## config.mk

```make
export PLATFORM = sky130hd
export DESIGN_NAME = mem_arbiter
export DESIGN_NICKNAME = d
export VERILOG_FILES = /design/src/rtl/mem_arbiter.sv
export SDC_FILE = /design/constraint.sdc
export NUM_CORES = 1
export LEC_CHECK = 0
export ABC_AREA = 1
export CORE_AREA = 2 2 211 213
export CTS_CLUSTER_DIAMETER = 120
export DETAILED_ROUTE_END_ITERATION = 7
export DIE_AREA = 0 0 213 215
export GPL_ROUTABILITY_DRIVEN = 0
export PLACE_DENSITY = 0.56
export SYNTH_ARGS = -nofsm -noshare
export SYNTH_HDL_FRONTEND = slang
export SYNTH_SLANG_ARGS = --single-unit
```

## constraint.sdc

```tcl
create_clock -name clk -period 12.4 [get_ports clk]
set_input_delay 1.86 -clock clk [delete_from_list [all_inputs] [get_ports clk]]
set_output_delay 1.86 -clock clk [all_outputs]
set_load 0.005 [all_outputs]
```

## src/rtl/mem_arbiter.sv

```systemverilog
// Two-port round-robin memory arbiter: IF and LS share one memory port, one transaction in flight.
// Requests are latched on grant, issued over valid/ready, and the response is routed back to the owner.
module mem_arbiter #(
    parameter int ADDR_W = 64,
    parameter int DATA_W = 64
) (
    input  logic                clk,
    input  logic                reset,
    input  logic                if_req_valid,
    output logic                if_req_ready,
    input  logic [ADDR_W-1:0]   if_req_addr,
    output logic                if_rsp_valid,
    output logic [DATA_W-1:0]   if_rsp_data,
    input  logic                ls_req_valid,
    output logic                ls_req_ready,
    input  logic [ADDR_W-1:0]   ls_req_addr,
    input  logic                ls_req_wen,
    input  logic [DATA_W-1:0]   ls_req_wdata,
    input  logic [DATA_W/8-1:0] ls_req_wmask,
    output logic                ls_rsp_valid,
    output logic [DATA_W-1:0]   ls_rsp_data,
    output logic                mem_req_valid,
    input  logic                mem_req_ready,
    output logic [ADDR_W-1:0]   mem_req_addr,
    output logic                mem_req_wen,
    output logic [DATA_W-1:0]   mem_req_wdata,
    output logic [DATA_W/8-1:0] mem_req_wmask,
    input  logic                mem_rsp_valid,
    input  logic [DATA_W-1:0]   mem_rsp_data,
    output logic                owner,
    output logic                proto_err
);

    localparam int MASK_W = DATA_W / 8;

    typedef enum logic [1:0] {
        S_IDLE  = 2'd0,
        S_ISSUE = 2'd1,
        S_WAIT  = 2'd2
    } state_t;

    state_t              state_q, state_d;
    logic                owner_q, owner_d;
    logic [ADDR_W-1:0]   addr_q, addr_d;
    logic                wen_q, wen_d;
    logic [DATA_W-1:0]   wdata_q, wdata_d;
    logic [MASK_W-1:0]   wmask_q, wmask_d;
    logic                proto_err_q, proto_err_d;

    logic                win_ls;
    logic                accept;

    // On a tie the requester that was not granted last wins.
    always_comb begin
        win_ls = ls_req_valid;
        if (if_req_valid && ls_req_valid) begin
            win_ls = ~owner_q;
        end
        accept = (state_q == S_IDLE) && (if_req_valid || ls_req_valid);
    end

    always_ff @(posedge clk or posedge reset) begin
        if (reset) begin
            state_q     <= S_IDLE;
            owner_q     <= 1'b0;
            addr_q      <= '0;
            wen_q       <= 1'b0;
            wdata_q     <= '0;
            wmask_q     <= '0;
            proto_err_q <= 1'b0;
        end else begin
            state_q     <= state_d;
            owner_q     <= owner_d;
            addr_q      <= addr_d;
            wen_q       <= wen_d;
            wdata_q     <= wdata_d;
            wmask_q     <= wmask_d;
            proto_err_q <= proto_err_d;
        end
    end

    always_comb begin
        state_d = state_q;
        case (state_q)
            S_IDLE:  if (accept)        state_d = S_ISSUE;
            S_ISSUE: if (mem_req_ready) state_d = S_WAIT;
            S_WAIT:  if (mem_rsp_valid) state_d = S_IDLE;
            default:                    state_d = S_IDLE;
        endcase
    end

    // Request fields are captured only at grant; IF is always a plain read.
    always_comb begin
        owner_d = owner_q;
        addr_d  = addr_q;
        wen_d   = wen_q;
        wdata_d = wdata_q;
        wmask_d = wmask_q;
        if (accept) begin
            owner_d = win_ls;
            if (win_ls) begin
                addr_d  = ls_req_addr;
                wen_d   = ls_req_wen;
                wdata_d = ls_req_wdata;
                wmask_d = ls_req_wmask;
            end else begin
                addr_d  = if_req_addr;
                wen_d   = 1'b0;
                wdata_d = '0;
                wmask_d = '0;
            end
        end
        proto_err_d = proto_err_q | (mem_rsp_valid && (state_q != S_WAIT));
    end

    // Readies are masked by reset so nothing looks grantable while reset is held.
    always_comb begin
        if_req_ready  = 1'b0;
        ls_req_ready  = 1'b0;
        mem_req_valid = 1'b0;
        if_rsp_valid  = 1'b0;
        ls_rsp_valid  = 1'b0;
        case (state_q)
            S_IDLE: begin
                if_req_ready = !reset && if_req_valid && !win_ls;
                ls_req_ready = !reset && ls_req_valid && win_ls;
            end
            S_ISSUE: mem_req_valid = 1'b1;
            S_WAIT: begin
                if_rsp_valid = mem_rsp_valid && !owner_q;
                ls_rsp_valid = mem_rsp_valid && owner_q;
            end
            default: ;
        endcase
    end

    assign if_rsp_data   = mem_rsp_data;
    assign ls_rsp_data   = mem_rsp_data;
    assign mem_req_addr  = addr_q;
    assign mem_req_wen   = wen_q;
    assign mem_req_wdata = wdata_q;
    assign mem_req_wmask = wmask_q;
    assign owner         = owner_q;
    assign proto_err     = proto_err_q;

endmodule

```

==> flow_metrics.tcl <==
set metrics [dict create \
    num_rows 77 \
    setup_viol 0 \
    final_max_slew_viol_count 0 \
    holdBufCountCts 0 \
    critPathLaunchType "input port" \
    dp_hpwl_um 18760 \
    synth_top_area_share_pct 45.46 \
    clockBufferDepth 2 \
    crit_buf_inv 5 \
    drt_iter0_drc 309 \
    cts_tree "yes" \
    synth_cells 1022 \
    ant_nets 0 \
    die-area_um2 45800 \
    slew_headroom_pct 37.58 \
    post_cts_buffers 0 \
    cp_top_family "buffers and inverters" \
    synth-seq-cells 141 \
    p_sw_share_pct 35.82 \
    crit_slowest_cell "buf_4" \
    cts_buffers 17 \
    finalCritPeriodShare_pct 53.16 \
    leakagePower_nw 5.619 \
    multi_input_area_um2 2380 \
    utilization_pct 25.98 \
    die_w_um 213 \
    drtPass1Iterations 5 \
    initial_utilization_pct 17.78 \
    cap_violations 0 \
    grt_pass1_wl_um 40280 \
    hp-class "reg -> reg" \
    die_y_um 215 \
    power_density_nw_per_um2 208.9 \
    num_vias 6950 \
    yosysTopAreaCell "dfrtp_1" \
    required_ns 10.54 \
    critPathMaxFanout 73 \
    area_delta_synth_final_pct 46.11 \
    cts-root-buf "clkbuf_16" \
    layout-drive-gt1-share_pct 3.922 \
    stdcell_area_um2 11340 \
    fmax_mhz 151.7 \
    grt_antenna_before_repair 0 \
    slowest_delay_ns 0.59 \
    pin_count 543 \
    rsz0062_at_grt "false" \
    criticalPathCategory "in -> out" \
    syn_nets 1293 \
    whs_ns 0.4673 \
    worst_slew_pin_slew_ns 0.9364 \
    p_sw_w 0.0008486 \
    grt_util_all_layers_pct 11.70 \
    grt-ovfl-total 0 \
    io_buffer_count 350 \
    p_int_w 0.001521 \
    synth_cell_types 15 \
    nets 1484 \
    grt_pass1_vias 7057 \
    hold_violations 0 \
    pwr-share-clk_pct 23.1 \
    grt_max_degree 74 \
    vdd_ir_drop_max_v 0.0001068 \
    ys_top_cells_by_area "dfrtp_1 (45%), nand2_1 (17%), buf_4 (13%)" \
    wirelength_um 26870 \
    clock-sinks 141 \
    post-route-drc-count 0 \
    diodes 0 \
    core_area_um2 43640 \
    crit_chain "clkdlybuf4s50_1 > nand2_2 > buf_4 > nand2_2 > inv_2 > buf_4 > nand2_1 > nor2_1 > clkdlybuf4s50_1" \
    clock_latency_ns 0.45 \
    yosysWarnings 0 \
    pwr-share-seq_pct 32.5 \
    clkTransAtPathRegs_ns 0.06 \
    cp.arrival_ns 4.73 \
    register_area_um2 3528 \
    dpl-instance-area_um2 10730 \
    combPwrFrac_pct 44.4 \
    tns_ns 0 \
    outcome "finished clean" \
    avgViaCountPerCell 3.827 \
    cts_max_level 4 \
    syn_area_um2 7761 \
    worstSetupEndpointType "output pin" \
    yosysSeqAreaShare_pct 45.46 \
    post_cts_resized 0 \
    finClkSkew_ns 0.01615 \
    avgSynthCellArea_um2 7.594 \
    routedWlPerCell_um 14.80 \
    period_minus_slack_ns 6.591 \
    nFillCells 4790 \
]
-- per-stage QoR --
step | total power, W | cells | setup WS [ns]
after floorplan | 0.001299 | 1022 | 5.348
after global placement | 0.001837 | 1786 | 5.636
after detailed placement | 0.001849 | 1786 | 5.699
after CTS | 0.002419 | 1816 | 5.675
after global routing | 0.002552 | 1816 | 5.504
final | 0.002369 | 1816 | 5.809
-- Yosys cell counts --
| master | n |
|---|---|
| nor3_1 | 2 |
| inv_2 | 4 |
| inv_1 | 132 |
| o21bai_1 | 1 |
| dfrtp_1 | 141 |
| clkbuf_1 | 4 |
| buf_4 | 139 |
| nand2_1 | 343 |
| o31ai_1 | 1 |
| nor2_1 | 6 |
| nor2_2 | 1 |
| buf_2 | 31 |
| nand3_1 | 202 |
| buf_6 | 13 |
| o21ai_0 | 2 |
-- layer usage --
metal  up-vias  track usage [%]  wire (µm)
met2       302            19.70      12740
met3        79            4.077       2297
met4         0            6.573       1131
li1       3367                -          -
met5         -                0          0
met1      3202            12.73      10700
-- flip-flops by register name (all words and copies together), names as in the netlist --
signal / flops
mem_req_wen: 1
mem_req_wmask: 8
mem_req_addr: 64
proto_err: 1
owner: 1
state_q: 2
mem_req_wdata: 64
-- logic make-up (layout without fill, tap and decap cells) --
family / count (synthesis) / after routing / share of synthesized area, %
and+or+nand+nor: 554 / 554 / 30.11
DFF: 141 / 141 / 45.46
buffers and inverters: 323 / 525 / 24.10
AOI/OAI and AO/OA: 4 / 4 / 0.3225
-- cell type report --
type,count,area share (%)
Timing Repair Buffer,359,31.45
Sequential cell,141,31.12
Multi-Input combinational cell,558,20.99
Tap cell,592,6.532
Inverter,136,4.568
Clock buffer,21,4.149
Clock inverter,9,1.203
-- power by group through the flow --
stage	Combinational, W	Clock [W]	Sequential [W]
floorplan	0.000514	0	0.000785
global placement	0.00106	0	0.000772
detailed placement	0.00107	0	0.000775
CTS	0.00108	0.000570	0.000772
global route	0.00117	0.000589	0.000797
finish	0.00105	0.000547	0.000771
-- worst paths after layout --
| check | from | endpoint | slack (ns) | cells past startpoint |
|---|---|---|---|---|
| worst max-delay path | if_req_valid | ls_req_ready | 5.81 | 9 |
| worst min-delay path | mem_req_wdata[23]$_DFFE_PP0P_ | mem_req_wdata[23]$_DFFE_PP0P_ | 0.47 | 2 |
| worst max register to register | state_q[0]$_DFFE_PP0P_ | state_q[0]$_DFFE_PP0P_ | 9.65 | 7 |
| max in group asynchronous | reset | mem_req_addr[42]$_DFFE_PP0P_ | 9.13 | 3 |
| min in group asynchronous | reset | mem_req_wdata[27]$_DFFE_PP0P_ | 2.04 | 2 |
| worst min register to register | mem_req_wdata[23]$_DFFE_PP0P_ | mem_req_wdata[23]$_DFFE_PP0P_ | 0.47 | 2 |
-- placed cells by master, fill, tap and decap left out, types with 3 or more instances in the layout --
cell,synthesis,routed
buf_4,139,9
inv_2,4,3
clkdlybuf4s50_1,0,349
dfrtp_1,141,141
nor2_1,6,5
clkbuf_8,0,3
nand2_1,343,341
bufinv_16,0,3
inv_1,132,131
nand3_1,202,202
clkbuf_16,0,17
-- worst min-delay path: cells and delay by family (launching register included) --
kind	cells	cell delay, ns
flops	1	0.34
simple gates	2	0.10
Power figures use the tool's default switching activity.
